<file path="src/rtl/sonar_pkg.sv">
// Shared constants and types for the sonar obstacle detector.
// Holds the ticks-to-mm scaling constants, the controller state type and
// the channel index type, plus a helper that turns the scaled product into mm.
package sonar_pkg;

  localparam int unsigned NUM_CH    = 3;
  localparam int unsigned TICK_W    = 20;
  localparam int unsigned MM_W      = 12;
  localparam int unsigned ACC_W     = 28;

  // mm = ticks * MM_MULT / 2^MM_SHIFT
  localparam int unsigned MM_MULT   = 223;
  localparam int unsigned MM_SHIFT  = 16;
  localparam int unsigned MULT_BITS = 8;
  localparam int unsigned MM_MAX    = 4095;

  localparam int unsigned BIT_CNT_W = $clog2(MULT_BITS);

  localparam logic [MULT_BITS-1:0] MM_MULT_VEC = MULT_BITS'(MM_MULT);
  localparam logic [MM_W-1:0]      MM_MAX_MM   = MM_W'(MM_MAX);

  typedef enum logic [1:0] {
    IDLE   = 2'd0,
    MULT   = 2'd1,
    FILTER = 2'd2,
    UPDATE = 2'd3
  } state_e;

  typedef logic [1:0] chan_t;

  // Scale the finished product down to mm, clamping to the largest code.
  function automatic logic [MM_W-1:0] acc_to_mm(input logic [ACC_W-1:0] acc);
    logic [ACC_W-1:0] scaled;
    logic [MM_W-1:0]  result;
    scaled = acc >> MM_SHIFT;
    if (scaled > ACC_W'(MM_MAX)) begin
      result = MM_MAX_MM;
    end else begin
      result = scaled[MM_W-1:0];
    end
    return result;
  endfunction

endpackage

</file>
<file path="src/rtl/median3.sv">
// Combinational median of three unsigned distances.
// Ports:
//   a, b, c : three 12-bit distances in mm
//   med     : the middle value of the three
module median3
  import sonar_pkg::*;
(
  input  logic [MM_W-1:0] a,
  input  logic [MM_W-1:0] b,
  input  logic [MM_W-1:0] c,
  output logic [MM_W-1:0] med
);

  logic [MM_W-1:0] lo_ab;
  logic [MM_W-1:0] hi_ab;
  logic [MM_W-1:0] hi_min_c;

  // median = max(min(a,b), min(max(a,b), c))
  always_comb begin
    lo_ab    = (a < b) ? a : b;
    hi_ab    = (a < b) ? b : a;
    hi_min_c = (hi_ab < c) ? hi_ab : c;
    med      = (lo_ab > hi_min_c) ? lo_ab : hi_min_c;
  end

endmodule

</file>
<file path="src/rtl/sonar_obstacle.sv">
// Three-channel sonar obstacle detector.
// Each trigger rising edge captures the matching echo width; a single shared
// shift-add multiplier converts ticks to mm, a 3-deep per-channel history is
// median-filtered, and the obstacle flag is updated with hysteresis.
// Ports:
//   clk, reset      : clock and synchronous active-high reset
//   T1, T2, T3      : trigger lines used as sample strobes
//                     (T2 -> R1, T3 -> R2, T1 -> R3)
//   R1, R2, R3      : echo widths in clock ticks
//   D1, D2, D3      : median-filtered distance per sonar in mm
//   obstacle        : per-sonar obstacle flag, bit0 = sonar 1
//   valid           : one-cycle pulse when a channel update completes
//   ch              : channel index of the last update
module sonar_obstacle
  import sonar_pkg::*;
#(
  parameter logic [MM_W-1:0]   THRESH_MM    = 12'd300,
  parameter logic [MM_W-1:0]   HYST_MM      = 12'd50,
  parameter logic [TICK_W-1:0] NOECHO_TICKS = 20'd880000
) (
  input  logic              clk,
  input  logic              reset,
  input  logic              T1,
  input  logic              T2,
  input  logic              T3,
  input  logic [TICK_W-1:0] R1,
  input  logic [TICK_W-1:0] R2,
  input  logic [TICK_W-1:0] R3,
  output logic [MM_W-1:0]   D1,
  output logic [MM_W-1:0]   D2,
  output logic [MM_W-1:0]   D3,
  output logic [2:0]        obstacle,
  output logic              valid,
  output logic [1:0]        ch
);

  // Clear level widened by one bit so THRESH_MM + HYST_MM cannot wrap.
  localparam logic [MM_W:0] CLEAR_MM = {1'b0, THRESH_MM} + {1'b0, HYST_MM};

  // Strobe capture
  logic [NUM_CH-1:0] trig;
  logic [NUM_CH-1:0] trig_q;
  logic [NUM_CH-1:0] rise;
  logic [TICK_W-1:0] raw      [NUM_CH];
  logic [TICK_W-1:0] sample_q [NUM_CH];
  logic [NUM_CH-1:0] pend_q;
  logic [NUM_CH-1:0] pend_clr;

  // Controller and shared multiplier
  state_e                 state_q;
  state_e                 state_d;
  chan_t                  pick;
  logic                   start;
  chan_t                  cur_q;
  logic [TICK_W-1:0]      op_q;
  logic                   noecho_q;
  logic [ACC_W-1:0]       acc_q;
  logic [ACC_W-1:0]       addend;
  logic [BIT_CNT_W-1:0]   bit_cnt_q;
  logic [MM_W-1:0]        mm_new;

  // Filter and outputs; hist_q[c][0] is the newest entry
  logic [MM_W-1:0]   hist_q [NUM_CH][3];
  logic [MM_W-1:0]   d_q    [NUM_CH];
  logic [MM_W-1:0]   med_a;
  logic [MM_W-1:0]   med_b;
  logic [MM_W-1:0]   med_c;
  logic [MM_W-1:0]   med;
  logic [NUM_CH-1:0] obst_q;
  logic              valid_q;
  chan_t             ch_q;

  assign trig   = {T1, T3, T2};
  assign rise   = trig & ~trig_q;

  always_comb begin
    raw[0] = R1;
    raw[1] = R2;
    raw[2] = R3;
  end

  // Lowest-index pending channel wins.
  always_comb begin
    pick = 2'd0;
    if (!pend_q[0]) begin
      pick = pend_q[1] ? 2'd1 : 2'd2;
    end
  end

  assign start    = (state_q == IDLE) && (|pend_q);
  assign pend_clr = start ? (3'b001 << pick) : 3'b000;

  // A new strobe on the channel being dequeued re-arms it, so set wins.
  always_ff @(posedge clk) begin
    if (reset) begin
      trig_q <= '0;
      pend_q <= '0;
      for (int c = 0; c < NUM_CH; c++) begin
        sample_q[c] <= '0;
      end
    end else begin
      trig_q <= trig;
      pend_q <= (pend_q & ~pend_clr) | rise;
      for (int c = 0; c < NUM_CH; c++) begin
        if (rise[c]) begin
          sample_q[c] <= raw[c];
        end
      end
    end
  end

  always_comb begin
    state_d = state_q;
    unique case (state_q)
      IDLE:   if (|pend_q) state_d = MULT;
      MULT:   if (bit_cnt_q == '0) state_d = FILTER;
      FILTER: state_d = UPDATE;
      UPDATE: state_d = IDLE;
    endcase
  end

  // MSB-first shift-add: acc = 2*acc + bit*ticks, one multiplier bit per cycle.
  assign addend = MM_MULT_VEC[bit_cnt_q] ? ACC_W'(op_q) : '0;

  always_ff @(posedge clk) begin
    if (reset) begin
      state_q   <= IDLE;
      cur_q     <= '0;
      op_q      <= '0;
      noecho_q  <= 1'b0;
      acc_q     <= '0;
      bit_cnt_q <= '0;
    end else begin
      state_q <= state_d;
      if (start) begin
        cur_q     <= pick;
        op_q      <= sample_q[pick];
        noecho_q  <= (sample_q[pick] >= NOECHO_TICKS);
        acc_q     <= '0;
        bit_cnt_q <= BIT_CNT_W'(MULT_BITS - 1);
      end else if (state_q == MULT) begin
        // No-echo samples still spend the full multiply time to keep latency fixed.
        if (!noecho_q) begin
          acc_q <= {acc_q[ACC_W-2:0], 1'b0} + addend;
        end
        bit_cnt_q <= bit_cnt_q - 1'b1;
      end
    end
  end

  assign mm_new = noecho_q ? MM_MAX_MM : acc_to_mm(acc_q);

  // Median inputs come from the current channel's history after the shift.
  always_comb begin
    med_a = hist_q[0][0];
    med_b = hist_q[0][1];
    med_c = hist_q[0][2];
    for (int c = 1; c < NUM_CH; c++) begin
      if (cur_q == chan_t'(c)) begin
        med_a = hist_q[c][0];
        med_b = hist_q[c][1];
        med_c = hist_q[c][2];
      end
    end
  end

  median3 u_median3 (
    .a   (med_a),
    .b   (med_b),
    .c   (med_c),
    .med (med)
  );

  always_ff @(posedge clk) begin
    if (reset) begin
      for (int c = 0; c < NUM_CH; c++) begin
        for (int e = 0; e < 3; e++) begin
          hist_q[c][e] <= MM_MAX_MM;
        end
        d_q[c] <= MM_MAX_MM;
      end
      obst_q  <= '0;
      valid_q <= 1'b0;
      ch_q    <= '0;
    end else begin
      valid_q <= 1'b0;
      if (state_q == FILTER) begin
        for (int c = 0; c < NUM_CH; c++) begin
          if (cur_q == chan_t'(c)) begin
            hist_q[c][2] <= hist_q[c][1];
            hist_q[c][1] <= hist_q[c][0];
            hist_q[c][0] <= mm_new;
          end
        end
      end
      if (state_q == UPDATE) begin
        for (int c = 0; c < NUM_CH; c++) begin
          if (cur_q == chan_t'(c)) begin
            d_q[c] <= med;
            // Between the set and clear levels the flag holds.
            if (med < THRESH_MM) begin
              obst_q[c] <= 1'b1;
            end else if ({1'b0, med} >= CLEAR_MM) begin
              obst_q[c] <= 1'b0;
            end
          end
        end
        valid_q <= 1'b1;
        ch_q    <= cur_q;
      end
    end
  end

  assign D1       = d_q[0];
  assign D2       = d_q[1];
  assign D3       = d_q[2];
  assign obstacle = obst_q;
  assign valid    = valid_q;
  assign ch       = ch_q;

endmodule

</file>
<file path="config.mk">
export PLATFORM = sky130hd
export DESIGN_NAME = sonar_obstacle
export DESIGN_NICKNAME = d
export VERILOG_FILES = /design/src/rtl/sonar_pkg.sv /design/src/rtl/median3.sv /design/src/rtl/sonar_obstacle.sv
export SDC_FILE = /design/constraint.sdc
export NUM_CORES = 1
export LEC_CHECK = 0
export ABC_AREA = 1
export BUFFER_PORTS_ARGS = -buffer_cell sky130_fd_sc_hd__clkbuf_2
export CORE_MARGIN = 1
export CORE_UTILIZATION = 55
export DETAILED_ROUTE_END_ITERATION = 8
export PLACE_DENSITY = 0.73
export SLEW_MARGIN = 20
export SYNTH_ARGS = -nofsm -noshare
export SYNTH_HDL_FRONTEND = slang
export SYNTH_SLANG_ARGS = --single-unit
</file>
<file path="constraint.sdc">
create_clock -name clk -period 10.4 [get_ports clk]
set_input_delay 1.56 -clock clk [delete_from_list [all_inputs] [get_ports clk]]
set_output_delay 1.56 -clock clk [all_outputs]
set_load 0.005 [all_outputs]
</file>
# Word-level counts from Yosys, hierarchy flattened
# Memories as Yosys holds them, arrays and structs flattened. A register that Yosys moved wholly into a read port is not among the register bits.
# Index checks and enable logic that the tools add are counted.
# word_totals
output_inout_bits,42
regBits,68
latchBits,0
memories,4
rom_bits,8
input_bits,65
wordCells,143
ramBits,204
# op_classes
multipliers,0
magnitude_cmp,8
n_reduce_logical,13
n_eq_ne,7
bitwise,21
add_sub_neg,2
div_mod_pow,0
n_mux,74
shift,1
# mem_list
name,words,width,read_ports,rd_clocked_by_memory_dff,write_ports,line,source
hist_q,3,36,3,0,3,sonar_obstacle.sv:63,logic [MM_W-1:0] hist_q [NUM_CH][3];
sample_q,3,20,1,0,3,sonar_obstacle.sv:45,logic [TICK_W-1:0] sample_q [NUM_CH];
d_q,3,12,3,0,3,sonar_obstacle.sv:64,logic [MM_W-1:0] d_q [NUM_CH];
(no name shown),8,1,1,1,0,sonar_obstacle.sv:123,assign addend = MM_MULT_VEC[bit_cnt_q] ? ACC_W'(op_q) : '0;
# op_table
operator,n
$mux 12,24
$mux 20,4
$mux 1,36
$add 28x20->28,1
$lt 12x12->1,2
$ge 20x20->1 const B,1
$mux 3,5
$or 1x1->1,15
$ge 12x9->1 const B,1
$gt 12x12->1,1
$gt 12x12->1 const B,1
$lt 12x9->1 const B,1
$reduce_and 3->1,3
$mux 2,4
$pmux 2 s4,1
$and 3x3->3,2
$eq 2x2->1 const B,3
$not 3->3,2
$eq 2x1->1 const B,2
$logic_not 2->1,2
$lt 3x4->1 const B,1
$reduce_and 2->1,2
$reduce_bool 2->1,2
$logic_not 3->1,1
9 further kinds,9

# Logic depth before layout (Yosys ltp)
# Gate-level depths: netlist of the first run.
# logic_depth
word_depth,12
ltp_mapped,50

# Modules after synthesis
# From an unflattened synthesis of the first run, not the netlist that was laid out.
# hier_totals
cells_unflattened,1809
area_unflattened_um2,14582.7
# modules_own_cells
mod,n_inst,seq_area_each_um2,cells_each,area_per_inst_um2
sonar_obstacle,1,7507.2,1528,13081.3
median3,1,0.0,281,1501.4

# Least setup slack after synthesis of the first run
# No wires, ideal clock.
# synth_path
kind,reg-to-reg
from,reg cur_q[1]
to,"reg obst_q[0], in the netlist obstacle[0]"
stages_incl_launch_ff,47
setup_time_ps,71
arrival_ps,6464
setup_slack_ps,3866
period_less_slack_ps,6534
cell_sequence,dfxtp_1 inv_2 nand2_4 inv_1 clkbuf_1 clkbuf_1 buf_1 a21oi_1 a21oi_1 ha_1 nand2_1 inv_1 o21ai_0 nand2_1 nor2_1 nand2_4 clkbuf_1 o21ai_0 (+11 left out) inv_1 ha_1 nand2_1 nor2_1 a211oi_1 nor2_1 nor2_1 nand2_4 nand2_4 buf_6 nand2_1 o21ai_2 nand2_1 nand2_1 nand2_1 nor3_2 nand2_1 a21oi_1
# synth_via
elab_chain_len,12
word_cells_on_any_way,21
cone_classes,5 x order compare; 2 x eq/ne; 11 x mux; 3 x reduce/logical
# synth_rtl
item,line,source
"start, declared",sonar_obstacle.sv:54,chan_t cur_q;
"start signal, assigned",sonar_obstacle.sv:136,cur_q <= pick;
$eq 2x1->1,sonar_obstacle.sv:159,if (cur_q == chan_t'(c)) begin
$mux 12 (2 in series),sonar_obstacle.sv:159,
$lt 12x12->1,"median3.sv:20, median3.sv:21",
$mux 12,median3.sv:21,hi_ab = (a < b) ? b : a;
$lt 12x12->1,median3.sv:22,hi_min_c = (hi_ab < c) ? hi_ab : c;
$mux 12,median3.sv:22,
$gt 12x12->1,median3.sv:23,med = (lo_ab > hi_min_c) ? lo_ab : hi_min_c;
$mux 12,median3.sv:23,
$lt 12x9->1 / $ge 12x9->1 (equally long branches),"sonar_obstacle.sv:201, sonar_obstacle.sv:203",
$reduce_bool 2->1 (no source line),-,
$reduce_and 3->1 (no source line),-,
"end signal, assigned",sonar_obstacle.sv:182,obst_q <= '0;
"end signal, assigned by index",sonar_obstacle.sv:202,obst_q[c] <= 1'b1;
"end signal, assigned by index",sonar_obstacle.sv:204,obst_q[c] <= 1'b0;
"end, declared",sonar_obstacle.sv:69,logic [NUM_CH-1:0] obst_q;
# Several ways; a longest one is shown, not always the timed one.
# A chain may end at the register's enable or synchronous reset.

# Worst setup path after layout of the first run
# layout_path
from,reg cur_q[0]
to,"reg obst_q[0], in the netlist obstacle[0]"
# Same word-level chain as after synthesis.

==> results.txt, run 1 <==
----------------------------------------------------
[Run status]
  Status ... finished clean

[Logic synthesis]
  Combined area of all synthesized cells ... 13630 µm²
  Ys Warns ... 0
  Proportion of netlist area held by the largest area contributor ... ~45%
  Post-synthesis net count ... 1669
  Seq/Total Area, Yosys ... between 50 and 60%
  Post-synth top area cell ... sky130_fd_sc_hd__edfxtp_1
  Largest family of logic cells by synthesized area ... simple AND/OR/NAND/NOR gates
  Yosys cell types ... 45
  Synthesized netlist cell count ... 1545
  Number of flops mapped to enable cells by yosys ... 204
  Top post-synthesis cells by area ... sky130_fd_sc_hd__edfxtp_1 (45%), sky130_fd_sc_hd__nand2_1 (11%), sky130_fd_sc_hd__dfxtp_1 (10%)
  Flops & latches, synth ... 273
  Compound-Gate Fraction of Synth Area ... 10.89%
  Synthesized-area fraction occupied by and/or/nand/nor cells ... 18.06%
  Xor and xnor fraction of the mapped netlist area ... 1.607%
  Synthesized-area fraction occupied by adder cells ... 5.471%
  Async set-or-reset flop fraction in the synthesized netlist ... 0%
  Synthesized area divided by synthesized cell count ... 8.822 µm²
  Multiplexer share of the synthesized area ... 0%
  Most common flop cell mapped by yosys ... sky130_fd_sc_hd__edfxtp_1

[Cells and area]
  Area Overhead vs Synth ... 12.63%
  N_diodes ... 0
  Share of cells above drive strength 1 ... 11.35%
  Area of the multi-input gates ... about 5000 µm²
  Area taken by flip-flops and latches ... about 7500 µm²
  Non-filler instance count after layout ... 1971
  Fill cell count ... between 1500 and 2000
  Fin nets ... approximately 1700
  Final core area utilization ... 63.12%

[STA]
  Pins over their slew limit ... 0
  Final critical-path required period ... 8.082 ns
  Highest attainable clock frequency ... 0.1237 GHz
  Fraction of the cycle the final worst path needs ... 77.71%
  Worst rel slew slack ... 32.98%
  Aggregate negative setup slack ... 0 ns
  Worst-Margin Slew ... 0.9992 ns
  Clk_skew ... between 0.03 and 0.04 ns
  Finish-stage setup viols ... 0
  Unrepaired setup endpoints after global routing ... no
  Number of hold violations in the final report ... 0

[Floorplanning]
  Effective utilization at floorplan ... 56.04%
  Number of ports placed on the die boundary ... 107
  Die Outline Area ... 25410 µm²
  Total number of placement rows ... 57
  Die X ... 159.4 µm
  Area of the core ... 24320 µm²
  Die Height ... 159.4 µm

[Placement]
  Detailed placement HPWL ... 19890 µm
  Port bufs ... 106
  Placed cells ... 1919
  RD Place Congestion ... 1.003

[Critical path]
  Sort of element at the end of the critical path ... flip-flop
  CP Launch Type ... flip-flop
  Worst EP required ... 10.87 ns
  WS Path Type ... flip-flop to flip-flop
  Max stage delay cell, worst path ... sky130_fd_sc_hd__inv_1
  Maximum net fanout on the critical path ... 46
  Slowest cell delay on critical path ... 0.81 ns
  Data arrival, critical path ... 8.55 ns
  Crit-path most repeated cell ... sky130_fd_sc_hd__nand2_1

[Global route]
  Antenna violations before repair ... 0
  GR Overflow Total ... 0
  Via count of the first global-routing pass ... 9906
  Maximum number of pins on one net before global-route repair ... between 60 and 70
  Total global routing track utilization ... 23.02%
  Global-route wire length before repair ... 47560 µm

[Clocking]
  Number of cells upsized or downsized after cts ... 0
  CTS tree ... yes
  CTS max path bufs ... 3
  Source-to-sink clock delay at the later pin of the worst-skew pair ... between 0.5 and 0.6 ns
  Count of hold-fix buffers inserted at cts ... 0
  Clk pin slew, worst setup/hold paths ... 0.06 ns
  Total setup buffers inserted after CTS ... 0
  Number of levels the H-tree was split into ... 1
  Clock sink count ... 273
  CTS Root Cell ... sky130_fd_sc_hd__clkbuf_16
  CTS buffer count ... 28

[Power and ir drop]
  Peak supply drop ... 0.3435 mV
  Total design power ... 0.004972 W
  Proportion of power drawn by combinational gates ... 52.4%
  Leakage power summed over all cells ... 7.194 nW
  Cell-internal power ... about 0.0027 W
  Power density over the cells ... 323.9 nW/µm²
  Sw power ... about 0.0023 W
  Sequential fraction of design power ... 27.4%
  Net switching share of the total power ... between 40% and 50%
  Share of power burned in the clock network ... approximately a fifth

[Route]
  Via count normalized by instance count ... 5.178
  Met3 WL post-DR ... ~1200 µm
  Routed met1 length ... 12270 µm
  Routed length on met2 ... 14970 µm
  Residual DRC count ... 0
  Number of detailed-route iterations in the first pass ... 5
  Total number of vias ... 10210
  Average routed wire per standard cell ... 14.78 µm
  Highest metal used ... met4
  Antenna-violating nets left ... 0
  Routed wire length ... 29140 µm
  DRC violation total after the first TritonRoute iteration ... 661

[Run]
  Max-cap violation count ... 0

[Min path]
  Worst hold path type ... flip-flop to flip-flop

----------------------------------------------------
[power by group through the flow]
stage                     logic (W)  registers, W  clock network [W]
final                       0.00261       0.00136            0.00100
after global routing        0.00299       0.00138            0.00106
after CTS                   0.00260       0.00136            0.00101
after detailed placement    0.00258       0.00139                  0
after global placement      0.00255       0.00138                  0
after floorplan             0.00214       0.00137                  0
[layout make-up]
class                           count  area share (%)
Sequential cell                   273           48.90
Multi-Input combinational cell    956           32.39
Tap cell                          324           2.641
Clock buffer                       46           5.404
Clock inverter                      6          0.6113
Inverter                          251           6.154
Timing Repair Buffer              115           3.896
[final timing paths]
check / from / endpoint / slack [ns] / depth (start not counted)
max: cur_q[0]$_SDFFE_PP0P_ / obstacle[0]$_SDFFE_PP0P_ / 2.32 / 39
min: acc_q[2]$_SDFFE_PP0P_ / acc_q[2]$_SDFFE_PP0P_ / 0.47 / 2
max reg2reg: cur_q[0]$_SDFFE_PP0P_ / obstacle[0]$_SDFFE_PP0P_ / 2.32 / 39
min reg2reg: acc_q[2]$_SDFFE_PP0P_ / acc_q[2]$_SDFFE_PP0P_ / 0.47 / 2
[sequential cells by signal, summed over array words and instances (netlist names), named ones only]
register   count
acc_q         28
op_q          20
obstacle       3
noecho_q       1
pend_q         3
ch             2
trig_q         3
d_q           36
valid          1
state_q        2
cur_q          2
hist_q       108
sample_q      60
bit_cnt_q      3
[per-layer routing]
| layer | vias up | GRT usage [%] |
|---|---|---|
| li1 | 5191 | - |
| met1 | 4720 | 28.14 |
| met2 | 241 | 42.46 |
| met3 | 53 | 2.449 |
| met4 | 0 | 7.343 |
| met5 | - | 0 |
[logic make-up (layout without fill, tap and decap cells)]
group                      after synthesis  in the layout
xor gates and xnor gates                25             25
AOI/OAI and AO/OA                      274            274
buffers and inverters                  316            418
DFF                                    273            273
and+or+nand+nor                        598            598
adders and majority gates               59             59
[synth_stat cells (4+ instances only)]
cell type and instances:
sky130_fd_sc_hd__a21oi_1 82, sky130_fd_sc_hd__a22oi_1 8, sky130_fd_sc_hd__a31oi_1 13, sky130_fd_sc_hd__clkbuf_1 58, sky130_fd_sc_hd__dfxtp_1 69, sky130_fd_sc_hd__edfxtp_1 204, sky130_fd_sc_hd__ha_1 58, sky130_fd_sc_hd__inv_1 247
sky130_fd_sc_hd__nand2_1 414, sky130_fd_sc_hd__nand2_2 4, sky130_fd_sc_hd__nand2_4 5, sky130_fd_sc_hd__nand3_1 40, sky130_fd_sc_hd__nand3b_1 7, sky130_fd_sc_hd__nand4_1 7, sky130_fd_sc_hd__nor2_1 103, sky130_fd_sc_hd__nor3_1 6
sky130_fd_sc_hd__o21ai_0 136, sky130_fd_sc_hd__o21ai_1 5, sky130_fd_sc_hd__o21bai_1 7, sky130_fd_sc_hd__o22ai_1 7, sky130_fd_sc_hd__or2_2 6, sky130_fd_sc_hd__xnor2_1 6, sky130_fd_sc_hd__xor2_1 19
[cells in the final DEF (no fill, tap or decap), types with 4 or more instances in the layout]
| cell | count |
|---|---|
| sky130_fd_sc_hd__nand2_4 | 5 |
| sky130_fd_sc_hd__clkbuf_16 | 29 |
| sky130_fd_sc_hd__nand3_1 | 40 |
| sky130_fd_sc_hd__a31oi_1 | 12 |
| sky130_fd_sc_hd__a22oi_1 | 8 |
| sky130_fd_sc_hd__o21ai_0 | 132 |
| sky130_fd_sc_hd__o21bai_1 | 7 |
| sky130_fd_sc_hd__nor3_1 | 4 |
| sky130_fd_sc_hd__xnor2_1 | 6 |
| sky130_fd_sc_hd__clkbuf_1 | 13 |
| sky130_fd_sc_hd__clkbuf_8 | 4 |
| sky130_fd_sc_hd__or2_2 | 6 |
| sky130_fd_sc_hd__edfxtp_1 | 204 |
| sky130_fd_sc_hd__nand3b_1 | 7 |
| sky130_fd_sc_hd__o22ai_1 | 7 |
| sky130_fd_sc_hd__dfxtp_1 | 69 |
| sky130_fd_sc_hd__inv_1 | 246 |
| sky130_fd_sc_hd__nand4_1 | 7 |
| sky130_fd_sc_hd__a21oi_1 | 82 |
| sky130_fd_sc_hd__clkbuf_2 | 106 |
| sky130_fd_sc_hd__ha_1 | 58 |
| sky130_fd_sc_hd__nand2_2 | 4 |
| sky130_fd_sc_hd__nor2_1 | 102 |
| sky130_fd_sc_hd__o21ai_1 | 5 |
| sky130_fd_sc_hd__xor2_1 | 19 |
| sky130_fd_sc_hd__nand2_1 | 414 |
| sky130_fd_sc_hd__buf_4 | 9 |
[through the flow]
step                      cell area, µm²  setup slack (ns)  hold slack, ns
after CTS                          15350             2.454          0.4686
after floorplan                    13630             3.866          0.4393
after global routing               15350             1.298          0.4903
after detailed placement           14420             2.530          0.4581
final                              15350             2.318          0.4745
after global placement             14420             2.750          0.4525
[critical path, delay by kind of cell (launching register included)]
| kind | cells | cell delay (ns) |
|---|---|---|
| flops | 1 | 0.54 |
| compound gates | 12 | 2.48 |
| buf+inv | 5 | 1.35 |
| fa+ha+maj | 3 | 0.92 |
| simple gates | 19 | 2.67 |
Note: power is estimated with default switching activity, not from simulation.
==> inputs of run 2 (changes only) <==
PLACE_DENSITY = 0.76   (was 0.73)
clock period = 7.4 ns   (was 10.4 ns; I/O delays follow)
==> run 2 against run 1 <==
  * Maximum frequency is 22% higher
  * Register-to-register slack worse by 1.5 ns
  * Sequential power is 41% higher
  * Non-clock buffer count is 6 higher
  * Critical path depth stayed put
  * Global-route usage is 0.44 points higher
  * Hold slack worse by 0.0038 ns
  * Largest cell class unchanged
  * Largest power group unchanged
==> results.txt, run 2 (synthesis gave the netlist of run 1 again) <==
----------------------------------------------------
[Run status]
  Status ... finished clean

[STA]
  PnR worst setup slack ... 0.7902 ns
  Fraction of the cycle the final worst path needs ... 89.32%
  Number of hold violations in the final report ... 0
  Finish-stage setup viols ... 0
  Pins over their slew limit ... 0
  Worst-Margin Slew ... 0.9618 ns
  Worst rel slew slack ... 35.73%
  Unrepaired setup endpoints after global routing ... no
  Highest attainable clock frequency ... 0.1513 GHz
  Aggregate negative setup slack ... 0 ns
  Final critical-path required period ... 6.610 ns
  Clk_skew ... ~0.016 ns

[Cells and area]
  Top Registers ... hist_q x108, sample_q x60, d_q x36
  Fill cell count ... 2009
  Register with the most flip-flops ... hist_q
  Commonest non-fill, non-tap cell in the layout ... sky130_fd_sc_hd__nand2_1
  Final core area utilization ... around 63%
  Commonest non-fill, non-tap cells in the layout ... sky130_fd_sc_hd__nand2_1 (413), sky130_fd_sc_hd__inv_1 (245), sky130_fd_sc_hd__edfxtp_1 (204)
  Share of cells above drive strength 1 ... 12.33%
  Largest register FFs ... 108
  N_diodes ... 0
  Total non-filler cell area in the finished layout ... 15440 µm²
  Fin nets ... 1756
  Area Overhead vs Synth ... 13.26%

[Clocking]
  CTS buffer count ... 28
  Number of levels the H-tree was split into ... 1
  Clock sink count ... between 200 and 300
  CTS max path bufs ... 3
  Clk pin slew, worst setup/hold paths ... 0.06 ns
  CTS tree ... yes
  Source-to-sink clock delay at the later pin of the worst-skew pair ... 0.55 ns
  CTS Root Cell ... sky130_fd_sc_hd__clkbuf_16

[Floorplanning]
  Total number of placement rows ... 57
  Number of ports placed on the die boundary ... 107
  Effective utilization at floorplan ... 56.04%
  Die Outline Area ... 25410 µm²
  Area of the core ... 24320 µm²
  Die X ... 159.4 µm
  Die Height ... 159.4 µm

[Critical path]
  WS Path Type ... flip-flop to flip-flop
  Slowest cell delay on critical path ... 0.42 ns
  Sort of element at the end of the critical path ... flip-flop
  Reg-to-reg slack, setup ... slightly below 0.8 ns
  CP Launch Type ... flip-flop
  Maximum net fanout on the critical path ... 26
  Data arrival, critical path ... 7.01 ns
  Worst EP required ... slightly below 8 ns
  Max stage delay cell, worst path ... sky130_fd_sc_hd__dfxtp_2

[Min path]
  Worst hold path type ... flip-flop to flip-flop

[Route]
  Antenna-violating nets left ... 0
  Via count normalized by instance count ... between 5 and 6
  Residual DRC count ... 0
  Total number of vias ... 10440
  Routed wire length ... 29770 µm
  DRC violation total after the first TritonRoute iteration ... approximately 700
  Number of detailed-route iterations in the first pass ... 5
  Average routed wire per standard cell ... 15.05 µm

[Placement]
  Detailed placement HPWL ... around 20000 µm
  Port bufs ... between 100 and 150
  RD Place Congestion ... 0.9423
  Worst slack after detailed placement ... slightly below 0.5 ns
  Placed Instance Area ... 14450 µm²

[Global route]
  Maximum number of pins on one net before global-route repair ... 61
  Global-route wire length before repair ... 48710 µm
  GR Overflow Total ... 0
  Total global routing track utilization ... 23.46%
  Antenna violations before repair ... 0
  Via count of the first global-routing pass ... 10130

[Power and ir drop]
  Leakage power summed over all cells ... 7.235 nW
  Total design power ... 0.007080 W
  Power density over the cells ... 458.6 nW/µm²
  Peak supply drop ... 0.5210 mV

[Run]
  Max-cap violation count ... 0

----------------------------------------------------
-- run 2: cell count changes in the layout (fill, tap and decap cells not counted), moves of 4 or more --
cell	change
sky130_fd_sc_hd__buf_4	+4
sky130_fd_sc_hd__clkbuf_1	-12
sky130_fd_sc_hd__clkbuf_8	-4
sky130_fd_sc_hd__clkinv_1	+7
sky130_fd_sc_hd__clkinv_2	+5
sky130_fd_sc_hd__o21ai_0	-5
sky130_fd_sc_hd__o21ai_1	+4
-- run 2: critical path, delay by kind of cell (launching register included) --
family | cells | cell delay [ns]
flip-flops | 1 | 0.42
AO/OA/AOI/OAI | 12 | 2.24
AND/OR/NAND/NOR | 20 | 2.29
adder cells (fa/ha/maj) | 3 | 0.92
buffers and inverters | 4 | 0.59
-- run 2: repair_timing --
| action | in CTS | in global routing |
|---|---|---|
| gates resized for setup | 0 | 19 |
| setup endpoints to repair | 0 | 39 |
| hold buffers | 0 | 0 |
| setup buffers | 0 | 1 |
-- run 2: through the flow --
stage | instances | hold slack, ns
after detailed placement | 1924 | 0.4554
final | 1978 | 0.4707
after global placement | 1924 | 0.4518
after floorplan | 1545 | 0.4393
after global routing | 1978 | 0.4948
after CTS | 1976 | 0.4653
-- run 2: path summary, 6_finish.rpt --
kind                               to                     start  depth (start not counted)
max          obstacle[1]$_SDFFE_PP0P_     cur_q[1]$_SDFFE_PP0P_                         39
min          obstacle[0]$_SDFFE_PP0P_  obstacle[0]$_SDFFE_PP0P_                          2
max reg2reg  obstacle[1]$_SDFFE_PP0P_     cur_q[1]$_SDFFE_PP0P_                         39
min reg2reg  obstacle[0]$_SDFFE_PP0P_  obstacle[0]$_SDFFE_PP0P_                          2
-- run 2: layout make-up --
class,count,area [µm²],area share (%)
repair inverters,1,5.005,0.03242
repair buffers,121,659.4,4.272
well taps,324,405.4,2.626
inverters,251,954.7,6.185
clock buffers,30,729.5,4.726
multi-input cells,956,4981,32.27
clock inverters,22,191.4,1.240
flip-flops and latches,273,7510,48.65
-- run 2: power breakdown --
part | internal (W) | total, W | switching, W
combinational | 0.00119 | 0.00375 | 0.00256
sequential | 0.00183 | 0.00192 | 0.0000922
clock | 0.000818 | 0.00141 | 0.000593
-- run 2: per-layer routing --
| layer | share of wire [%] | routed length, µm | global-route usage, % |
|---|---|---|---|
| met4 | 2.8 | 838 | 8.479 |
| met2 | 50 | 15010 | 41.93 |
| met1 | 42 | 12510 | 29.36 |
| met3 | 4.7 | 1407 | 2.631 |
| met5 | 0 | 0 | 0 |
